## config.mk

```make
export PLATFORM = sky130hd
export DESIGN_NAME = serial_subtractor
export DESIGN_NICKNAME = d
export VERILOG_FILES = /design/src/rtl/serial_subtractor.sv
export SDC_FILE = /design/constraint.sdc
export NUM_CORES = 1
export LEC_CHECK = 0
export ABC_AREA = 1
export CAP_MARGIN = 5
export CORE_MARGIN = 2
export CORE_UTILIZATION = 50
export CTS_BUF_LIST = sky130_fd_sc_hd__clkbuf_16
export CTS_CLUSTER_DIAMETER = 50
export DETAILED_ROUTE_END_ITERATION = 8
export PLACE_DENSITY_LB_ADDON = 0.12
export SETUP_SLACK_MARGIN = 0.05
export SYNTH_ARGS = -nofsm -noshare
export SYNTH_HDL_FRONTEND = slang
export SYNTH_SLANG_ARGS = --single-unit
export TNS_END_PERCENT = 10
```

## constraint.sdc

```tcl
create_clock -name clk -period 4.3 [get_ports clk]
set_clock_uncertainty 0.1 [all_clocks]
set_input_delay 0.86 -clock clk [delete_from_list [all_inputs] [get_ports clk]]
set_output_delay 0.86 -clock clk [all_outputs]
set_load 0.03 [all_outputs]
```

## src/rtl/serial_subtractor.sv

```systemverilog
// ---------------------------------------------------------------------------
// serial_subtractor
//   Bit-serial subtractor built from a single full-adder slice and a carry
//   flop. Computes a - b as a + ~b + 1, LSB first, one bit per clock.
//   A start/done handshake frames each operation (WIDTH+2 cycles per op).
//
// Optional build macro:
//   SERIAL_SUB_ADD_EN - adds the 'op' input; op=1 selects a + b instead.
//
// Ports:
//   clk        in   rising-edge clock
//   reset_n    in   asynchronous active-low reset
//   start      in   request, sampled only while idle
//   op         in   (SERIAL_SUB_ADD_EN only) 1 = add, 0 = subtract
//   a          in   [WIDTH] minuend, captured when start is accepted
//   b          in   [WIDTH] subtrahend, captured when start is accepted
//   busy       out  high while bits are being processed
//   done       out  one-cycle pulse, result outputs valid
//   diff       out  [WIDTH] result modulo 2^WIDTH
//   borrowout  out  subtract: a < b unsigned; add: unsigned carry-out
//   overflow   out  signed two's-complement overflow
//   zero       out  diff == 0
// ---------------------------------------------------------------------------
module serial_subtractor #(
   parameter int WIDTH = 8
) (
   input  logic             clk,
   input  logic             reset_n,
   input  logic             start,
`ifdef SERIAL_SUB_ADD_EN
   input  logic             op,
`endif
   input  logic [WIDTH-1:0] a,
   input  logic [WIDTH-1:0] b,
   output logic             busy,
   output logic             done,
   output logic [WIDTH-1:0] diff,
   output logic             borrowout,
   output logic             overflow,
   output logic             zero
);

   localparam int CW = $clog2(WIDTH);
   localparam logic [CW-1:0] LAST = CW'(WIDTH - 1);

   typedef enum logic [1:0] {IDLE, RUN, DONE} state_t;

   state_t           state_q, state_d;
   logic [WIDTH-1:0] a_sr_q, a_sr_d;
   logic [WIDTH-1:0] b_sr_q, b_sr_d;
   logic [WIDTH-1:0] r_sr_q, r_sr_d;
   logic             carry_q, carry_d;
   logic [CW-1:0]    cnt_q, cnt_d;
   logic             a_msb_q, a_msb_d;
   logic             b_msb_q, b_msb_d;
   logic             add_q, add_d;
   logic [WIDTH-1:0] diff_q, diff_d;
   logic             borrow_q, borrow_d;
   logic             ovf_q, ovf_d;
   logic             zero_q, zero_d;

   logic             op_sel;
   logic             fa_sum, fa_cout;
   logic [WIDTH-1:0] r_next;

`ifdef SERIAL_SUB_ADD_EN
   assign op_sel = op;
`else
   assign op_sel = 1'b0;
`endif

   // Shared full-adder slice working on the current LSBs.
   assign fa_sum  = a_sr_q[0] ^ b_sr_q[0] ^ carry_q;
   assign fa_cout = (a_sr_q[0] & b_sr_q[0]) | (a_sr_q[0] & carry_q) |
                    (b_sr_q[0] & carry_q);
   assign r_next  = {fa_sum, r_sr_q[WIDTH-1:1]};

   always_comb begin
      state_d  = state_q;
      a_sr_d   = a_sr_q;
      b_sr_d   = b_sr_q;
      r_sr_d   = r_sr_q;
      carry_d  = carry_q;
      cnt_d    = cnt_q;
      a_msb_d  = a_msb_q;
      b_msb_d  = b_msb_q;
      add_d    = add_q;
      diff_d   = diff_q;
      borrow_d = borrow_q;
      ovf_d    = ovf_q;
      zero_d   = zero_q;

      unique case (state_q)
         IDLE: begin
            if (start) begin
               a_sr_d  = a;
               // Subtract feeds ~b with carry-in 1 (two's complement of b).
               b_sr_d  = op_sel ? b : ~b;
               carry_d = ~op_sel;
               cnt_d   = '0;
               a_msb_d = a[WIDTH-1];
               b_msb_d = b[WIDTH-1];
               add_d   = op_sel;
               state_d = RUN;
            end
         end

         RUN: begin
            carry_d = fa_cout;
            r_sr_d  = r_next;
            a_sr_d  = a_sr_q >> 1;
            b_sr_d  = b_sr_q >> 1;
            cnt_d   = cnt_q + CW'(1);
            if (cnt_q == LAST) begin
               state_d = DONE;
               // Result registers load only here, so they never expose
               // partial sums while the next operation is running.
               diff_d   = r_next;
               borrow_d = add_q ? fa_cout : ~fa_cout;
               ovf_d    = add_q ?
                  ((a_msb_q == b_msb_q) && (r_next[WIDTH-1] != a_msb_q)) :
                  ((a_msb_q != b_msb_q) && (r_next[WIDTH-1] != a_msb_q));
               zero_d   = (r_next == '0);
            end
         end

         DONE:    state_d = IDLE;
         default: state_d = IDLE;
      endcase
   end

   always_ff @(posedge clk or negedge reset_n) begin
      if (!reset_n) begin
         state_q  <= IDLE;
         a_sr_q   <= '0;
         b_sr_q   <= '0;
         r_sr_q   <= '0;
         carry_q  <= 1'b0;
         cnt_q    <= '0;
         a_msb_q  <= 1'b0;
         b_msb_q  <= 1'b0;
         add_q    <= 1'b0;
         diff_q   <= '0;
         borrow_q <= 1'b0;
         ovf_q    <= 1'b0;
         zero_q   <= 1'b0;
      end else begin
         state_q  <= state_d;
         a_sr_q   <= a_sr_d;
         b_sr_q   <= b_sr_d;
         r_sr_q   <= r_sr_d;
         carry_q  <= carry_d;
         cnt_q    <= cnt_d;
         a_msb_q  <= a_msb_d;
         b_msb_q  <= b_msb_d;
         add_q    <= add_d;
         diff_q   <= diff_d;
         borrow_q <= borrow_d;
         ovf_q    <= ovf_d;
         zero_q   <= zero_d;
      end
   end

   assign busy      = (state_q == RUN);
   assign done      = (state_q == DONE);
   assign diff      = diff_q;
   assign borrowout = borrow_q;
   assign overflow  = ovf_q;
   assign zero      = zero_q;

endmodule

```

==> After elaboration in Yosys (flattened, before gate mapping) <==
Index checks and enable logic that the tools add are counted.
{ "classes": {"add_sub_neg": 1, "n_eq_ne": 7, "muxes": 11, "n_bitwise": 9, "reduce_logical": 8} }
{ "ops": {"columns": ["operator", "count"], "rows": [
  ["$pmux 8 s2", 2],
  ["$mux 8", 2],
  ["$logic_not 8->1", 1],
  ["$not 8->8", 1],
  ["$reduce_and 2->1", 4],
  ["$pmux 3 s2", 1],
  ["$mux 2", 2],
  ["$pmux 2 s2", 1],
  ["$add 3x1->3 const B", 1],
  ["$and 1x1->1", 3],
  ["$eq 3x3->1 const B", 1],
  ["$mux 3", 1],
  ["$eq 2x1->1 const B", 1],
  ["$eq 2x2->1 const B", 1],
  ["$logic_not 2->1", 1],
  ["$ne 1x1->1", 2],
  ["$ne 2x1->1 const B", 1],
  ["$ne 2x2->1 const B", 1],
  ["$or 1x1->1", 2],
  ["$pmux 1 s2", 1],
  ["$reduce_bool 2->1", 1],
  ["$xor 1x1->1", 2],
  ["$logic_and 1x1->1", 1],
  ["$mux 1", 1],
  ["$not 1->1", 1]
]} }
{ "totals": {"reg_bits": 43, "input_bits": 19, "elab_cells": 48} }

==> Longest topological paths before layout <==
Gate-level depths: netlist (run 1).
{ "logic_depth": {"ltp_word": 4, "mapped_depth": 7, "depth_no_buf": 6} }

==> Worst setup path before layout (run 1) <==
Ideal clock, no wire load.
{ "synth_path": {"kind": "reg2out", "from": "register state_q[0]", "to": "output port done", "arrival_time_ns": 0.831, "required_time_ns": 3.340, "slack_ns": 2.509, "path_stages_with_launch": 2, "path_buffers": 0, "cell_sequence": "dfrtp_1 -> nor2_1"} }
{ "synth_via": {"elab_chain_cells": 1} }
{ "synth_rtl": {"columns": ["element", "line", "source"], "rows": [
  ["start, declared", "48", "state_t state_q, state_d;"],
  ["start signal, assigned", "148", "state_q <= state_d;"],
  ["$eq 2x2->1", "165", "assign done = (state_q == DONE);"],
  ["end, declared", "36", "output logic done,"]
]} }
Every way passes these cells.

==> Final worst setup path (run 1) <==
{ "layout_path": {"from": "register state_q[1]", "to": "output port busy"} }
{ "layout_via": {"elab_chain_cells": 1} }
{ "layout_rtl": {"columns": ["element", "line", "source"], "rows": [
  ["$eq 2x1->1", "164", "assign busy = (state_q == RUN);"],
  ["end, declared", "35", "output logic busy,"]
]} }
Every way passes these cells.

==> reports/metrics.csv, run 1 <==
metric,value,unit
status,"finished, final reports clean",
routabilityCongestion,0.723,
period_minus_slack,3.02,ns
diodes,0,
cts_root_buffer,clkbuf_16,
grt_usage,17.6,%
postCtsHoldBufs,0,
syn_to_final_growth,20.1,%
p_leak,1.24,nW
routed_wl,3440,um
h-tree-depth,2,
p_switching,773,uW
antenna_found_initial,0,
drt_iter0_drc,91,
wl_per_cell,11.0,um
grt-ovfl-total,0,
crit_arrival,2.06,ns
insertion_delay,0.28,ns
cts_tree,yes,
start_util,51.4,%
critPathLaunchType,flip-flop,
worstHoldPathCells,2,
grt_setup_unrepaired,false,
post_cts_buffers,0,
grt_pass1_vias,1382,
vdd_drop_max,359,uV
synth.avg_cell_area,8.63,um2
grt_max_degree,51,
rr_worst_depth,6,
cts_resized,0,
r2r_setup_slack,2.45,ns
tightest_slew,0.923,ns
vias_per_cell,4.71,
topRoutingLayerUsed,met4,
fmax,332,MHz
portBuffers,31,
switching_share,41.1,%
final_common_cell,nand2_1,
placementRows,23,
combPwrFrac,45.9,%
synth_cell_types,19,
clk_path_buf_depth,2,
intPower,1.11,mW
layout.nets,285,
met2_length,1660,um
powerDensity,773,mW/mm2
hp-class,flip-flop to flip-flop,
path_class,flip-flop to output pin,
fp.dieH,67.7,um
synth_seq_area_share,51.9,%
yosysWarnings,0,
wl_met1,1610,um
dp_hpwl,2210,um
ant_nets,0,
ys_ff_latch,42,
die-area,0.00458,mm2
firstDrtPassIters,4,
drive_gt1_share,10.6,%
io_pins,32,
tns,0,ns
slew_headroom,38.5,%
vias,1475,
p_clk_share,18.5,%
core_area,0.00394,mm2
setup_viol,0,
cp-end-kind,output pin,
synth_fp_nets,257,
met3WireLength,139,um
final-hold-violation-count,0,
cts.reportedPaths.clkPinSlew,0.06,ns
cts_buffers,5,
grt_pass1_wl,6070,um
layout_common_cells,"nand2_1 (74), dfrtp_1 (42), inv_1 (36)",
drv_slew,0,
synth_cells,235,
drc_errors,0,
period_share,70.1,%
seqPwrFrac,35.6,%
drv_cap,0,
critPathRequiredTime,3.34,ns
die-width,67.7,um
cp_max_fo,50,
clock_sinks,42,
holdWs,0.378,ns
synth_area,0.00203,mm2
-- Yosys cell counts --
library cell  instances  area (um2)
inv_2                 1        3.75
buf_6                 7        78.8
fa_1                  1        20.0
dfrtp_1              42        1050
inv_1                36         135
o21ai_2              13         114
buf_4                 1        7.51
nor2_4                1        11.3
a21oi_1               1        5.00
o21ai_1               1        5.00
nand2_2               1        6.26
nand2_4               3        33.8
buf_2                 2        10.0
o21ai_0              10        50.1
nand2_1              74         278
ha_1                  2        25.0
nor2_1                5        18.8
inv_6                 1        8.76
nand3_1              33         165
-- stage by stage --
step / setup WS, ns / power (mW) / std cells / cell area [um2] / util (%)
after floorplan: 2.51 / 1.37 / 235 / 2030 / -
after global placement: 1.60 / 1.53 / 306 / 2300 / 58.3
final: 1.28 / 1.88 / 313 / 2430 / 61.7
after global routing: 1.17 / 2.05 / 313 / 2430 / 61.7
after detailed placement: 1.58 / 1.55 / 306 / 2300 / 58.3
after CTS: 1.28 / 1.91 / 313 / 2430 / 61.7
-- logic make-up after synthesis --
group	after synthesis	synth area share, %
buffers and inverters	48	12.0
adder cells (fa/ha/maj)	3	2.22
AND/OR/NAND/NOR	117	25.3
flip-flops	42	51.9
AO/OA/AOI/OAI	25	8.58
-- layer usage --
metal  vias up  global-route usage, %
met5         -                      0
met4         0                   5.10
met3         2                   5.00
met2        27                   28.8
met1       668                   22.7
li1        778                      -
-- registers in the layout, summed over array words and instances (netlist names) --
register   flops
a_sr_q         8
b_sr_q         8
diff           8
r_sr_q         7
cnt_q          3
state_q        2
a_msb_q        1
b_msb_q        1
borrowout      1
carry_q        1
overflow       1
zero           1
-- final timing paths --
path / start / endpoint
setup / recovery: state_q[1] / busy
hold reg to reg: diff[0] / diff[0]
min in group asynchronous: reset_n / diff[6]
setup reg to reg: state_q[1] / diff[4]
hold / removal: diff[0] / diff[0]
max in group asynchronous: reset_n / diff[0]
-- critical path: stages (launching register included) --
cell,delay [ns]
dfrtp_1,0.37
inv_2,0.11
nand2_4,0.32
inv_6,0.28
clkdlybuf4s50_1,0.70
-- area by class of cell --
type,count,area [um2]
clock inverter,2,10.0
multi-input combinational,145,732
inverter,38,148
fill,373,1510
timing repair buffer,31,305
tap,50,62.6
sequential,42,1050
clock buffer,5,125
-- power groups by stage --
stage                     Sequential [mW]  Combinational, mW  Clock, mW
after detailed placement            0.676              0.870          0
after floorplan                     0.753              0.613          0
after global routing                0.692              0.991      0.369
after CTS                           0.670              0.878      0.358
final                               0.669              0.863      0.349
after global placement              0.668              0.857          0
Power figures use the tool's default switching activity.
==> inputs of run 2 (changes only) <==
==> constraint.sdc (replaced) <==
create_clock -name clk -period 3 [get_ports clk]
set_clock_uncertainty 0.1 [all_clocks]
set_input_delay 0.6 -clock clk [delete_from_list [all_inputs] [get_ports clk]]
set_output_delay 0.6 -clock clk [all_outputs]
set_load 0.03 [all_outputs]
==> run 2 against run 1 <==
  * Die area is the same
  * Largest power group unchanged
  * Final cell count grew 0.64%
  * Register-to-register slack lost 1.1 ns
  * Setup slack lost 0.65 ns
  * Count of clock-buffer cells in the layout is the same
  * Sequential power grew 44%
  * First-iteration DRC count grew 9.9%
  * Combinational power grew 44%
  * Design area grew 0.41%
==> reports/metrics.csv, run 2 (synthesis gave the netlist of run 1 again) <==
metric,value,unit
drt_iter0_drc,100,
critPathMaxStageDelay,0.69,ns
io_pins,32,
grt-ovfl-total,0,
path_class,flip-flop to output pin,
worstPathCellList,inv_2 > nand2_4 > inv_6 > clkdlybuf4s50_1,
firstDrtPassIters,4,
cts_tree,yes,
grt_max_degree,50,
holdWs,0.362,ns
cts_root_buffer,clkbuf_16,
placementRows,23,
fp.dieH,67.7,um
drive_gt1_share,10.6,%
cp_max_fo,19,
cts.reportedPaths.clkPinSlew,0.06,ns
clock_sinks,42,
routabilityCongestion,0.766,
ant_nets,0,
die-area,0.00458,mm2
grt_pass1_vias,1348,
tns,0,ns
slew_headroom,38.1,%
vias_per_cell,4.70,
clk_path_buf_depth,2,
final_common_cell,nand2_1,
diodes,0,
post_cts_buffers,0,
grt_usage,18.0,%
die-width,67.7,um
vdd_drop_max,431,uV
hp-class,input port to async pin,
status,"finished, final reports clean",
place_inst,307,
fin_util,62.0,%
layout.nets,286,
wl_per_cell,11.1,um
tightest_slew,0.929,ns
period_share,79.0,%
antenna_found_initial,0,
critPathRequiredTime,2.30,ns
instances_no_fill,315,
setup_viol,0,
cp-end-kind,output pin,
p_leak,1.25,nW
fmax,422,MHz
grt_setup_unrepaired,false,
powerDensity,1110,mW/mm2
cts_buffers,5,
syn_to_final_growth,20.6,%
routed_wl,3490,um
period_minus_slack,2.37,ns
drv_cap,0,
core_area,0.00394,mm2
cp_slowest_cell,clkdlybuf4s50_1,
start_util,51.4,%
portBuffers,31,
h-tree-depth,2,
postCtsHoldBufs,0,
critPathLaunchType,flip-flop,
dp_hpwl,2240,um
vias,1480,
total_power,2.71,mW
final-hold-violation-count,0,
drc_errors,0,
drv_slew,0,
cts_resized,0,
grt_pass1_wl,6150,um
crit_arrival,1.67,ns
insertion_delay,0.28,ns
layout_common_cells,"nand2_1 (74), dfrtp_1 (42), inv_1 (37)",
==> run 2: changes by cell type in the layout (fill, tap and decap cells not counted), sizes merged <==
cell	delta
buf	+1
inv	+1
==> run 2: routing by layer <==
layer / global-route usage (%) / routed length, um / vias to the layer above
met4: 6.12 / 59 / 0
met2: 28.8 / 1610 / 27
met5: 0 / 0 / -
met3: 5.00 / 134 / 6
met1: 23.6 / 1680 / 664
li1: - / - / 783
==> run 2: per-stage QoR <==
stage	cell area, um2	worst slack (ns)
final	2440	0.631
after global routing	2440	0.561
after CTS	2440	0.626
after detailed placement	2310	0.927
after global placement	2310	0.957
after floorplan	2030	1.47
==> run 2: area by class of cell <==
class | instances | area [um2]
fillers | 367 | 1500
clock buffers | 5 | 125
flip-flops and latches | 42 | 1050
inverters | 38 | 148
well taps | 50 | 62.6
clock inverters | 3 | 12.5
repair buffers | 32 | 313
multi-input cells | 145 | 732
==> run 2: worst max-delay path: cells and delay by family (launching register included) <==
family	cells	cell delay, ns
simple gates	1	0.07
buf+inv	3	0.93
flops	1	0.38
==> run 2: path summary, 6_finish.rpt <==
kind,slack [ns],to,cells past startpoint,from
max,0.63,busy,4,state_q[1]
max reg2reg,1.32,carry_q,5,state_q[0]
min in group clk,0.38,diff[0],2,diff[0]
min,0.36,diff[6],1,reset_n
max in group asynchronous,1.86,a_sr_q[0],1,reset_n
min reg2reg,0.38,diff[0],2,diff[0]
==> run 2: report_power, final <==
group	switching [mW]	total, mW	internal (mW)
logic	0.774	1.24	0.463
clock network	0.206	0.506	0.301
registers	0.131	0.963	0.832
total	1.11	2.71	1.60
